`src/rtl/fixpoint_loop_sched_if.sv`:
```
// Bundle of the scheduler's request, result and debug signals.
// The master drives the request side; the scheduler owns everything else.
interface fixpoint_loop_sched_if #(
  parameter int WIDTH  = 2,
  parameter int ITER_W = 4
);
  logic              start;
  logic [WIDTH-1:0]  a_in;
  logic              inc_en;
  logic              busy;
  logic              done;
  logic              converged;
  logic              timeout;
  logic [WIDTH-1:0]  b_out;
  logic [WIDTH-1:0]  c_out;
  logic [ITER_W-1:0] iter_cnt;
  logic [2:0]        state_dbg;

  // Request/response contract: start is a level, sampled only while busy == 0.
  // A run is acknowledged by busy rising on the next edge and ends with a single-cycle done pulse.
  // converged and timeout are valid from done until the next accepted start.
  modport master (
    output start, a_in, inc_en,
    input  busy, done, converged, timeout, b_out, c_out, iter_cnt, state_dbg
  );

  modport slave (
    input  start, a_in, inc_en,
    output busy, done, converged, timeout, b_out, c_out, iter_cnt, state_dbg
  );
endinterface

```
`src/rtl/fixpoint_loop_sched.sv`:
```
// Sequential scheduler for the loop c = b, b = inc_en ? c + 1 : a.
// Alternates registered c and b updates until a fixpoint is reached or the iteration budget runs out.
module fixpoint_loop_sched #(
  parameter int WIDTH    = 2,
  parameter int MAX_ITER = 8,
  parameter int ITER_W   = 4
) (
  input logic                   clk,
  input logic                   rst_n,
  fixpoint_loop_sched_if.slave  bus
);

  typedef enum logic [2:0] {
    S_IDLE   = 3'd0,
    S_LOAD   = 3'd1,
    S_EVAL_C = 3'd2,
    S_EVAL_B = 3'd3,
    S_DONE   = 3'd4
  } state_t;

  state_t            state_q, state_n;
  logic [WIDTH-1:0]  a_q, a_n;
  logic              inc_q, inc_n;
  logic [WIDTH-1:0]  b_q, b_n;
  logic [WIDTH-1:0]  c_q, c_n;
  logic [ITER_W-1:0] iter_q, iter_n;
  logic              conv_q, conv_n;
  logic              tmo_q, tmo_n;
  logic [WIDTH-1:0]  b_next;

  // Feedback value the loop would settle b to from the current c.
  assign b_next = inc_q ? (c_q + WIDTH'(1)) : a_q;

  always_comb begin
    state_n = state_q;
    a_n     = a_q;
    inc_n   = inc_q;
    b_n     = b_q;
    c_n     = c_q;
    iter_n  = iter_q;
    conv_n  = conv_q;
    tmo_n   = tmo_q;
    case (state_q)
      S_IDLE: begin
        if (bus.start) begin
          a_n     = bus.a_in;
          inc_n   = bus.inc_en;
          conv_n  = 1'b0;
          tmo_n   = 1'b0;
          iter_n  = '0;
          state_n = S_LOAD;
        end
      end
      S_LOAD: begin
        b_n     = a_q;
        state_n = S_EVAL_C;
      end
      S_EVAL_C: begin
        c_n     = b_q;
        state_n = S_EVAL_B;
      end
      S_EVAL_B: begin
        if (b_next == b_q) begin
          conv_n  = 1'b1;
          state_n = S_DONE;
        end else if (iter_q == ITER_W'(MAX_ITER - 1)) begin
          b_n     = b_next;
          iter_n  = ITER_W'(MAX_ITER);
          tmo_n   = 1'b1;
          state_n = S_DONE;
        end else begin
          b_n     = b_next;
          iter_n  = iter_q + ITER_W'(1);
          state_n = S_EVAL_C;
        end
      end
      S_DONE:  state_n = S_IDLE;
      default: state_n = S_IDLE;
    endcase
  end

  always_ff @(posedge clk) begin
    if (!rst_n) begin
      state_q <= S_IDLE;
      a_q     <= '0;
      inc_q   <= 1'b0;
      b_q     <= '0;
      c_q     <= '0;
      iter_q  <= '0;
      conv_q  <= 1'b0;
      tmo_q   <= 1'b0;
    end else begin
      state_q <= state_n;
      a_q     <= a_n;
      inc_q   <= inc_n;
      b_q     <= b_n;
      c_q     <= c_n;
      iter_q  <= iter_n;
      conv_q  <= conv_n;
      tmo_q   <= tmo_n;
    end
  end

  assign bus.busy      = (state_q != S_IDLE);
  assign bus.done      = (state_q == S_DONE);
  assign bus.converged = conv_q;
  assign bus.timeout   = tmo_q;
  assign bus.b_out     = b_q;
  assign bus.c_out     = c_q;
  assign bus.iter_cnt  = iter_q;
  assign bus.state_dbg = state_q;

endmodule
```
`src/flat_wrapper.sv`:
```
// flat-port wrapper written by rule: the top's interface ports become plain ports
module fixpoint_loop_sched_flat 
#(
  parameter int WIDTH    = 2,
  parameter int MAX_ITER = 8,
  parameter int ITER_W   = 4
)
  (clk, rst_n, bus_start, bus_a_in, bus_inc_en, bus_busy, bus_done, bus_converged, bus_timeout, bus_b_out, bus_c_out, bus_iter_cnt, bus_state_dbg);
  fixpoint_loop_sched_if #(.WIDTH(WIDTH), .ITER_W(ITER_W)) bus_i ();
  input logic clk;
  input logic rst_n;
  input wire logic [$bits(bus_i.start)-1:0] bus_start;
  input wire logic [$bits(bus_i.a_in)-1:0] bus_a_in;
  input wire logic [$bits(bus_i.inc_en)-1:0] bus_inc_en;
  output wire logic [$bits(bus_i.busy)-1:0] bus_busy;
  output wire logic [$bits(bus_i.done)-1:0] bus_done;
  output wire logic [$bits(bus_i.converged)-1:0] bus_converged;
  output wire logic [$bits(bus_i.timeout)-1:0] bus_timeout;
  output wire logic [$bits(bus_i.b_out)-1:0] bus_b_out;
  output wire logic [$bits(bus_i.c_out)-1:0] bus_c_out;
  output wire logic [$bits(bus_i.iter_cnt)-1:0] bus_iter_cnt;
  output wire logic [$bits(bus_i.state_dbg)-1:0] bus_state_dbg;
  assign bus_i.start = bus_start;
  assign bus_i.a_in = bus_a_in;
  assign bus_i.inc_en = bus_inc_en;
  assign bus_busy = bus_i.busy;
  assign bus_done = bus_i.done;
  assign bus_converged = bus_i.converged;
  assign bus_timeout = bus_i.timeout;
  assign bus_b_out = bus_i.b_out;
  assign bus_c_out = bus_i.c_out;
  assign bus_iter_cnt = bus_i.iter_cnt;
  assign bus_state_dbg = bus_i.state_dbg;
  fixpoint_loop_sched #(.WIDTH(WIDTH), .MAX_ITER(MAX_ITER), .ITER_W(ITER_W)) u_core (.clk(clk), .rst_n(rst_n), .bus(bus_i));
endmodule
```
`config.mk`:
```
export PLATFORM = sky130hd
export DESIGN_NAME = fixpoint_loop_sched_flat
export DESIGN_NICKNAME = d
export VERILOG_FILES = /design/src/rtl/fixpoint_loop_sched_if.sv /design/src/rtl/fixpoint_loop_sched.sv /design/src/flat_wrapper.sv
export SDC_FILE = /design/constraint.sdc
export NUM_CORES = 1
export LEC_CHECK = 0
export CORE_UTILIZATION = 44
export CTS_BUF_LIST = sky130_fd_sc_hd__clkbuf_4
export DETAILED_ROUTE_END_ITERATION = 6
export PLACE_DENSITY_LB_ADDON = 0.08
export SYNTH_ARGS = -nofsm -noshare
export SYNTH_HDL_FRONTEND = slang
export SYNTH_SLANG_ARGS = --single-unit
```
`constraint.sdc`:
```
create_clock -name clk -period 1.4 [get_ports clk]
set_input_delay 0.28 -clock clk [delete_from_list [all_inputs] [get_ports clk]]
set_output_delay 0.28 -clock clk [all_outputs]
set_load 0.02 [all_outputs]
```
==> impl_metrics.tcl <==
set metrics [dict create \
    status "complete, but fails checks" \
    violations "negative setup slack" \
    yosys.area.top_type_share 0.3951 \
    p_seq_frac 0.484 \
    maxCapViolCount 0 \
    worst_slew_pin_slew_ps 460.7 \
    min_period_ps 1476 \
    drv_slew 0 \
    final_core_util 0.7319 \
    synth_cells 94 \
    die_y_um 44.93 \
    period_share 1.054 \
    startpoint_type "flop" \
    cp.arrival_ps 1720 \
    muxShareOfSynthArea 0.08642 \
    grt_usage 0.2161 \
    wl_mm 1.885 \
    clockRootBuffer "clkbuf_4" \
    vias 821 \
    vdd_drop_max_mv 0.7587 \
    grt_setup_unrepaired "true" \
    synthToLayoutAreaGrowth_pct 55.86 \
    power_frac_comb 0.254 \
    synth_most_common_cell "nand2_1" \
    r2r-end "u_core.bus.iter_cnt[2]" \
    startpoint "u_core.bus.c_out[0]" \
    post-route-worst-setup-slack_ps -75.87 \
    p_switching_mw 0.3074 \
    end_kind "flop" \
    yosysTopAreaCell "dfxtp_1" \
    layout.nets 141 \
    port_buffers 20 \
    drt_iter0_markers 12 \
    relSlewSlack 0.6913 \
    syn_area_sq_um 810.8 \
    antenna_left 0 \
    min_to "u_core.bus.timeout" \
    ys_seq_elements 16 \
    r2r_cells 5 \
    grt_max_degree 11 \
    synthFlopType "dfxtp_1" \
    detail_route.vias_per_cell 5.196 \
    r2r_start "u_core.bus.c_out[0]" \
    synth_common_cells "nand2_1, dfxtp_1, mux2i_1, nand3_1, o21ai_0" \
    hold_path.class "reg2reg" \
    synthXorXnorAreaFrac 0.04167 \
    first_pass_iters 4 \
    power_leakage_nw 0.5607 \
    finalSetupViolCount 4 \
    tritoncts "built" \
    antenna_cells 0 \
    path_max_fanout 6 \
    clockBufferDepth 2 \
    die_w_um 44.93 \
    grt_pass1_vias 753 \
    grt_first_pass_wirelength_mm 3.091 \
    cts_buffers 3 \
    synth_fa_ha_area_frac 0.01543 \
    drive_above_1_share 0.3383 \
    hold_viol 0 \
    clock.fmax_mhz 677.6 \
    h-tree-depth 1 \
    dieArea_sq_um 2018 \
    antenna_found_initial 0 \
    cts.sinks 16 \
    synth-simple-area-share 0.2716 \
    hp-start "u_core.bus.timeout" \
    core_sq_um 1727 \
    ys_seq_area_frac 0.3951 \
    synthDistinctLibCells 32 \
    gp_congestion 0.7452 \
    hold_depth 2 \
    synth_area_leaders "dfxtp_1, mux2i_1, nand2_1" \
    total_power_mw 1.004 \
    yosysWarningCount 0 \
    power_density_nw_per_um2 794.4 \
    wl_per_cell_um 11.93 \
    finish.instance_area_sq_um 1264 \
    io_pins 21 \
    clockPowerShare 0.262 \
    postSynth.asyncResetShare 0 \
    p_int_mw 0.6965 \
    synth_top_family_by_area "simple AND/OR/NAND/NOR gates" \
    clkTransAtPathRegs_ps 100 \
    r2r_setup_slack_ps -80 \
    cp.required_ps 1650 \
    synth-compound-area-share 0.1605 \
    initial_core_util 0.4696 \
    drc 0 \
    insertion_delay_ps 300 \
    placed_cell_area_sq_um 1190 \
    dp_hpwl_mm 1.403 \
    swShare 0.3062 \
    finClkSkew_ps 4.945 \
    globalRouteOverflowTotal 0 \
    fp-row-count 15 \
    avgSynthCellArea_sq_um 8.625 \
    crit_type "reg2reg" \
    synth_edf_count 0 \
    synth_nets 101 \
]
==> area by class of cell <==
class                           count  area, sq um
Clock buffer                        3        22.52
Multi-Input combinational cell     72        551.8
Timing Repair Buffer               38        306.5
Clock inverter                      1        3.754
Sequential cell                    16        336.6
Tap cell                           25        31.28
Fill cell                         149        462.9
Inverter                            3        11.26
==> metal layers <==
layer	wire, um	part of all wire	global-route usage	vias to the layer above
met5	0	0	0	-
met4	63	0.033	0.1576	0
met3	53	0.028	0.03600	8
met2	858	0.46	0.3333	19
met1	909	0.48	0.2707	381
li1	-	-	-	413
==> critical path: stages (launching register included) <==
cell	delay (ps)
dfxtp_4	380
xnor2_4	190
a21oi_4	90
xor2_4	220
or4b_1	480
nand3_1	80
==> layout by cell type, fill, tap and decap left out, types with 2 or more instances in the layout <==
cell type,count
buf_4,18
nand2_1,16
dfxtp_1,9
mux2i_1,7
nand3_1,6
clkdlybuf4s50_1,5
dlygate4sd2_1,5
nor2b_1,4
clkbuf_2,4
dfxtp_2,4
inv_1,3
o21ai_0,3
a21boi_0,3
clkbuf_4,3
clkdlybuf4s15_1,3
dfxtp_4,3
nor3b_1,2
nor2_1,2
o21ai_1,2
and2_1,2
nand3b_1,2
nor3_1,2
o211ai_1,2
clkdlybuf4s15_2,2
==> registers in the layout, summed over array words and instances (netlist names) <==
| signal | flops |
|---|---|
| u_core.a_q | 2 |
| u_core.bus.timeout | 1 |
| u_core.bus.c_out | 2 |
| u_core.bus.state_dbg | 3 |
| u_core.inc_q | 1 |
| u_core.bus.b_out | 2 |
| u_core.bus.converged | 1 |
| u_core.bus.iter_cnt | 4 |
==> kinds of logic (layout without fill, tap and decap cells) <==
kind of cell    count (synthesis)  in the layout
fa+ha+maj                       1              1
mux                             7              7
simple gates                   42             42
buf+inv                         6             45
compound gates                 19             19
xor+xnor                        3              3
flops                          16             16
==> timing repair <==
| item | CTS | global route |
|---|---|---|
| gates cloned | 0 | 0 |
| pin swaps | 6 | 3 |
| setup buffers | 1 | 0 |
| resized for setup | 32 | 15 |
| setup endpoints to repair | 25 | 19 |
| hold buffers | 0 | 0 |
==> per-stage QoR <==
| stage | cells | hold slack (ps) | setup slack (ps) | TNS, ps |
|---|---|---|---|---|
| after global placement | 153 | 443.6 | -133.1 | -665.8 |
| after floorplan | 94 | 436.1 | 5.872 | 0 |
| after CTS | 158 | 472.7 | -101.4 | -379.5 |
| final | 158 | 476.3 | -75.87 | -143.9 |
| after global routing | 158 | 519.2 | -120.5 | -564.4 |
| after detailed placement | 153 | 458.2 | -160.1 | -1016 |
==> worst max-delay path by stage <==
stage / endpoint / slack, ps / cells past startpoint
global placement: u_core.bus.timeout / -130 / 4
CTS: u_core.bus.iter_cnt[2] / -100 / 5
detailed placement: u_core.bus.timeout / -160 / 4
global route: u_core.bus.iter_cnt[2] / -120 / 5
floorplan: u_core.bus.iter_cnt[2] / 6 / 5
finish: u_core.bus.iter_cnt[2] / -80 / 5
==> power by group through the flow <==
| stage | clock, mW | sequential [mW] | combinational (mW) |
|---|---|---|---|
| after CTS | 0.276 | 0.486 | 0.247 |
| after global routing | 0.288 | 0.488 | 0.276 |
| after detailed placement | 0 | 0.495 | 0.230 |
| after global placement | 0 | 0.494 | 0.228 |
| final | 0.263 | 0.486 | 0.255 |
| after floorplan | 0 | 0.505 | 0.116 |
Power figures use the tool's default switching activity.
